### src/rtl/dmm_pkg.sv
// Shared encodings for the memory-manager requester: ops, response codes,
// FSM states and the packed command word carried through the FIFO.
package dmm_pkg;

  // Command opcodes as presented on cmd_op.
  localparam logic OP_MALLOC = 1'b0;
  localparam logic OP_FREE   = 1'b1;

  // Response codes; 2'b11 is reserved and never produced.
  localparam logic [1:0] RSP_OK      = 2'b00;
  localparam logic [1:0] RSP_REJECT  = 2'b01;
  localparam logic [1:0] RSP_TIMEOUT = 2'b10;

  localparam int CMD_W = 10;

  typedef enum logic [2:0] {
    ST_IDLE,
    ST_CHECK,
    ST_ISSUE,
    ST_WAIT,
    ST_RESP,
    ST_GAP
  } state_t;

  // Layout of one FIFO entry: {op, size, register id}.
  typedef struct packed {
    logic       op;
    logic [5:0] size;
    logic [2:0] regid;
  } cmd_t;

endpackage

### src/rtl/dmm_cmd_fifo.sv
// Small command FIFO with a combinational head. DEPTH must be a power of 2
// and at least 2 so the pointers wrap naturally.
module dmm_cmd_fifo #(
  parameter int WIDTH = 10,
  parameter int DEPTH = 4
) (
  input  logic             clk,
  input  logic             reset,
  input  logic             push,
  input  logic [WIDTH-1:0] push_data,
  input  logic             pop,
  output logic [WIDTH-1:0] head_data,
  output logic             full,
  output logic             empty
);

  localparam int AW = $clog2(DEPTH);

  logic [WIDTH-1:0] mem [DEPTH];
  logic [AW-1:0]    wr_ptr_reg;
  logic [AW-1:0]    rd_ptr_reg;
  logic [AW:0]      count_reg;
  logic             do_push;
  logic             do_pop;

  assign full      = (count_reg == (AW+1)'(DEPTH));
  assign empty     = (count_reg == '0);
  assign do_push   = push && !full;
  assign do_pop    = pop && !empty;
  assign head_data = mem[rd_ptr_reg];

  // Storage write; contents need no reset because occupancy gates the head.
  always_ff @(posedge clk) begin
    if (do_push) begin
      mem[wr_ptr_reg] <= push_data;
    end
  end

  // Pointers and occupancy; simultaneous push and pop leave the count alone.
  always_ff @(posedge clk or posedge reset) begin
    if (reset) begin
      wr_ptr_reg <= '0;
      rd_ptr_reg <= '0;
      count_reg  <= '0;
    end else begin
      if (do_push) wr_ptr_reg <= wr_ptr_reg + AW'(1);
      if (do_pop)  rd_ptr_reg <= rd_ptr_reg + AW'(1);
      case ({do_push, do_pop})
        2'b10:   count_reg <= count_reg + (AW+1)'(1);
        2'b01:   count_reg <= count_reg - (AW+1)'(1);
        default: count_reg <= count_reg;
      endcase
    end
  end

endmodule

### src/rtl/dmm_requester.sv
// Host-side requester for a malloc/free memory manager: queues commands,
// screens them against an allocation bitmap, strobes the manager, waits for
// the matching ack (with timeout) and returns a status to the host.
module dmm_requester
  import dmm_pkg::*;
#(
  parameter int FIFO_DEPTH = 4,
  parameter int TIMEOUT    = 64,
  parameter int GAP        = 2
) (
  input  logic       clk,
  input  logic       reset,
  input  logic       cmd_valid,
  output logic       cmd_ready,
  input  logic       cmd_op,
  input  logic [5:0] cmd_size,
  input  logic [2:0] cmd_reg,
  output logic       malloc,
  output logic       free,
  output logic [5:0] requestedmemsize,
  output logic [2:0] regmips,
  input  logic       mack,
  input  logic       frack,
  output logic       rsp_valid,
  input  logic       rsp_ready,
  output logic [1:0] rsp_status,
  output logic [2:0] rsp_reg,
  output logic       busy
);

  // Counter value seen in the final permitted WAIT cycle / final GAP cycle.
  localparam logic [6:0] TIMEOUT_LAST = 7'(TIMEOUT - 1);
  localparam logic [6:0] GAP_LAST     = 7'(GAP - 1);

  state_t           state_reg, state_next;
  cmd_t             cur_cmd_reg;
  logic [1:0]       status_reg, status_next;
  logic [6:0]       cnt_reg, cnt_next;
  logic [7:0]       alloc_map_reg, alloc_map_next;
  logic [CMD_W-1:0] fifo_head;
  logic             fifo_full;
  logic             fifo_empty;
  logic             fifo_pop;
  logic             ack_match;
  logic             ack_ok;
  logic             reject;
  logic             payload_on;

  dmm_cmd_fifo #(
    .WIDTH (CMD_W),
    .DEPTH (FIFO_DEPTH)
  ) u_fifo (
    .clk       (clk),
    .reset     (reset),
    .push      (cmd_valid),
    .push_data ({cmd_op, cmd_size, cmd_reg}),
    .pop       (fifo_pop),
    .head_data (fifo_head),
    .full      (fifo_full),
    .empty     (fifo_empty)
  );

  assign cmd_ready = !fifo_full;

  // Only the ack that belongs to the outstanding op counts.
  assign ack_match = (cur_cmd_reg.op == OP_MALLOC) ? mack : frack;

  // Screen: double malloc, zero-size malloc, or free of an unallocated reg.
  assign reject = (cur_cmd_reg.op == OP_MALLOC)
                ? (alloc_map_reg[cur_cmd_reg.regid] || (cur_cmd_reg.size == 6'd0))
                : !alloc_map_reg[cur_cmd_reg.regid];

  // Per-register bitmap update on an accepted ack.
  for (genvar gi = 0; gi < 8; gi++) begin : g_map
    assign alloc_map_next[gi] = (ack_ok && (cur_cmd_reg.regid == 3'(gi)))
                              ? (cur_cmd_reg.op == OP_MALLOC)
                              : alloc_map_reg[gi];
  end

  // Next-state, counter, status and FIFO pop decisions.
  always_comb begin
    state_next  = state_reg;
    status_next = status_reg;
    cnt_next    = cnt_reg;
    fifo_pop    = 1'b0;
    ack_ok      = 1'b0;
    case (state_reg)
      ST_IDLE: begin
        if (!fifo_empty) begin
          fifo_pop   = 1'b1;
          state_next = ST_CHECK;
        end
      end
      ST_CHECK: begin
        if (reject) begin
          status_next = RSP_REJECT;
          state_next  = ST_RESP;
        end else begin
          cnt_next   = '0;
          state_next = ST_ISSUE;
        end
      end
      ST_ISSUE: begin
        state_next = ST_WAIT;
      end
      ST_WAIT: begin
        cnt_next = cnt_reg + 7'd1;
        // A matching ack in the last permitted cycle still wins.
        if (ack_match) begin
          ack_ok      = 1'b1;
          status_next = RSP_OK;
          state_next  = ST_RESP;
        end else if (cnt_reg == TIMEOUT_LAST) begin
          status_next = RSP_TIMEOUT;
          state_next  = ST_RESP;
        end
      end
      ST_RESP: begin
        if (rsp_ready) begin
          cnt_next   = '0;
          state_next = (GAP == 0) ? ST_IDLE : ST_GAP;
        end
      end
      ST_GAP: begin
        cnt_next = cnt_reg + 7'd1;
        if (cnt_reg == GAP_LAST) begin
          state_next = ST_IDLE;
        end
      end
      default: begin
        state_next = ST_IDLE;
      end
    endcase
  end

  // State, working command, status, counter and bitmap registers.
  always_ff @(posedge clk or posedge reset) begin
    if (reset) begin
      state_reg     <= ST_IDLE;
      cur_cmd_reg   <= '0;
      status_reg    <= RSP_OK;
      cnt_reg       <= '0;
      alloc_map_reg <= '0;
    end else begin
      state_reg     <= state_next;
      status_reg    <= status_next;
      cnt_reg       <= cnt_next;
      alloc_map_reg <= alloc_map_next;
      if (fifo_pop) begin
        cur_cmd_reg <= cmd_t'(fifo_head);
      end
    end
  end

  // Strobes last exactly the single ISSUE cycle; payload is held from ISSUE
  // through the ack (or timeout) cycle and is zero elsewhere.
  assign payload_on       = (state_reg == ST_ISSUE) || (state_reg == ST_WAIT);
  assign malloc           = (state_reg == ST_ISSUE) && (cur_cmd_reg.op == OP_MALLOC);
  assign free             = (state_reg == ST_ISSUE) && (cur_cmd_reg.op == OP_FREE);
  assign requestedmemsize = payload_on ? cur_cmd_reg.size  : 6'd0;
  assign regmips          = payload_on ? cur_cmd_reg.regid : 3'd0;

  assign rsp_valid  = (state_reg == ST_RESP);
  assign rsp_status = rsp_valid ? status_reg : 2'b00;
  assign rsp_reg    = rsp_valid ? cur_cmd_reg.regid : 3'd0;

  assign busy = (state_reg != ST_IDLE) || !fifo_empty;

endmodule

### config.mk
export PLATFORM = sky130hd
export DESIGN_NAME = dmm_requester
export DESIGN_NICKNAME = d
export VERILOG_FILES = /design/src/rtl/dmm_pkg.sv /design/src/rtl/dmm_cmd_fifo.sv /design/src/rtl/dmm_requester.sv
export SDC_FILE = /design/constraint.sdc
export NUM_CORES = 1
export LEC_CHECK = 0
export ABC_AREA = 1
export BUFFER_PORTS_ARGS = -buffer_cell sky130_fd_sc_hd__buf_4
export CAP_MARGIN = 20
export CORE_UTILIZATION = 50
export DETAILED_ROUTE_END_ITERATION = 16
export GPL_TIMING_DRIVEN = 1
export PLACE_DENSITY_LB_ADDON = 0.1
export SLEW_MARGIN = 15
export SYNTH_ARGS = -nofsm -noshare
export SYNTH_HDL_FRONTEND = slang
export SYNTH_SLANG_ARGS = --single-unit
### constraint.sdc
create_clock -name clk -period 5.3 [get_ports clk]
set_input_delay 0.795 -clock clk [delete_from_list [all_inputs] [get_ports clk]]
set_output_delay 0.795 -clock clk [all_outputs]
set_load 0.02 [all_outputs]
==> results.toml <==
[placed_design]
port_buffers = 34
gp_congestion = 0.781
place_inst = 488
hpwlAfterDp_um = 4770
place_ws_ns = 2.75

[die]
dieWidth_um = 86.9
core-area_um2 = 6870
die_y_um = 86.9
die_area_um2 = 7550
initial_core_util = 0.525
row_count = 30
io_pins = 35

[logic_synthesis]
ys_seq_elements = 77
yosys.area.top_type = "edfxtp_1"
synth_warnings = 0
ys_types = 37
synth.area.top_cells = "edfxtp_1, dfrtp_1, nand2_1"
ys_seq_area_frac = 0.590
synth_fp_nets = 391
netlist_area_um2 = 3600
syn_area_per_cell_um2 = 9.82
syn_inst = 367
synth_top_cell_area_share = 0.333

[power]
max-vdd-ir-drop_mv = 0.262
power_density_nw_per_um2 = 543
power.leakage_nw = 1.81

[sta]
tightest_slew_ns = 0.969
fin_crit_sh = 0.484
slew_headroom = 0.351
max_freq_mhz = 390
rsz0062_at_grt = "no"
finalMaxSlewViolations = 0
finalSetupViolCount = 0
period_needed_ns = 2.57
skew_ns = 0.00978
setup_slack_ns = 2.73
hold_violations = 0
fin_tns_setup_ns = 0
timing.hold.ws_ns = 0.481

[hold_path]
hold_class = "flip-flop to flip-flop"

[grt]
grt_pass1_vias = 2475
grt_overflow_total = 0
grt_usage = 0.204
grt_max_degree = 38
antenna_found_initial = 0
grt_pass1_wl_um = 11600

[cts]
clock_sinks = 77
cts_max_level = 3
postCtsSetupRepairBufs = 0
cts_resized = 0
worstSkewPairLatency_ns = 0.34
clk_path_buf_depth = 2
clkSlewWorstSetupHoldPaths_ns = 0.08
cts_tree = "done"
cts_made_buffers = 9
ctsHoldBuffers = 0
cts_root_buf = "clkbuf_8"

[critical_path]
crit_top_cell = "inv_1"
crit_arrival_ns = 2.79
path_class = "flip-flop to flip-flop"
cp-start-kind = "flip-flop"
slowest_delay_ns = 0.62
crit_chain = "nor2_1 > inv_1 > nor3_4 > ha_1 > inv_1 > fa_1 > a21oi_1 > o21ai_0 > xnor2_1"
rrSetupSlack_ns = 2.73
required_ns = 5.53
critPathBufInv = 2
cpMaxStageDelayCell = "nor3_4"
path_max_fanout = 23
worstSetupEndpointType = "flip-flop"
cp_top_family = "simple AND/OR/NAND/NOR gates"

[detailed_routing]
vias = 2567
wl_per_cell_um = 13.6
drc = 0
wirelength_um = 6830
ant_nets = 0
viasPerCell = 5.09
drtIter0Drc = 107
first_pass_iters = 4

[final_layout]
layout.nets = 427
final.fill_count = 639
fin_cells = 504
drive_above_1_share = 0.172
antenna_cells = 0
area_delta_synth_final_pct = 13.7
largest_reg_flops = 40

[run_status]
status = "finished clean"

[job]
drv_cap = 0
## cell type report
type | count | area [um2] | area share
inverter | 40 | 155 | 0.0379
timing repair buffer | 35 | 263 | 0.0641
clock inverter | 7 | 41.3 | 0.0101
multi-input combinational | 240 | 1270 | 0.309
clock buffer | 9 | 124 | 0.0302
tap | 96 | 120 | 0.0293
sequential | 77 | 2130 | 0.519
## metrics by stage
step                cell area [um2]  utilization  power (mW)
floorplan                      3600            -        1.63
detailed placement             3930        0.572        1.87
finish                         4100        0.597        2.23
global route                   4100        0.597        2.42
global placement               3930        0.572        1.85
CTS                            4100        0.597        2.25
## worst min-delay path: stages (launching register included)
cell and delay (ns):
dfrtp_1 0.35, nand2_1 0.06, nand2_1 0.05
## power by group
part	switching, mW	internal [mW]
registers	0.144	0.816
clock network	0.209	0.167
logic	0.589	0.302
total	0.942	1.29
## layout by cell type (no fill, tap or decap), types with 2 or more instances in the layout
cell      instances
nand2_1          77
nor2_1           51
edfxtp_1         40
dfrtp_1          37
o21ai_0          35
buf_4            35
inv_1            34
nand3_1          12
o22ai_1          10
clkbuf_8          9
a21oi_1           8
ha_1              7
a31oi_1           6
inv_2             4
o21ai_1           4
nor2_4            3
nor2_8            3
xor2_1            3
clkinv_1          3
nand4_1           2
nand2_2           2
nand2_4           2
inv_4             2
nor3_1            2
xnor2_1           2
## path summary, 6_finish.rpt
check | start | to | depth (start not counted)
setup / recovery | state_reg[1] | u_fifo.count_reg[2] | 9
hold / removal | status_reg[1] | status_reg[1] | 2
setup reg to reg | state_reg[1] | u_fifo.count_reg[2] | 9
hold reg to reg | status_reg[1] | status_reg[1] | 2
max in group asynchronous | reset | cur_cmd_reg[1] | 3
min in group asynchronous | reset | cnt_reg[1] | 3
## synth_stat cells, drive strengths merged
master / instances
a21oi: 9
buf: 4
nand3b: 1
o21ai: 40
clkbuf: 6
nor3: 3
xor2: 3
o211ai: 1
nand2: 81
fa: 1
a31oi: 6
inv: 40
xnor2: 2
a22oi: 1
o22ai: 10
nand3: 13
dfrtp: 37
a31o: 1
ha: 7
nor2: 57
nand4: 2
or2: 1
edfxtp: 40
o21bai: 1
## kinds of logic after synthesis
family,count (synthesis),share of synthesized area
simple gates,158,0.203
flops,77,0.590
compound gates,69,0.107
buf+inv,50,0.0580
fa+ha+maj,8,0.0299
xor+xnor,5,0.0122
## routing by layer
metal	wire, um	vias to the layer above	global-route usage
li1	-	1291	-
met1	3150	1200	0.270
met2	3290	68	0.329
met3	322	8	0.0512
met4	70	0	0.0682
met5	0	-	0
No activity file was read; power rests on OpenSTA's default activity.
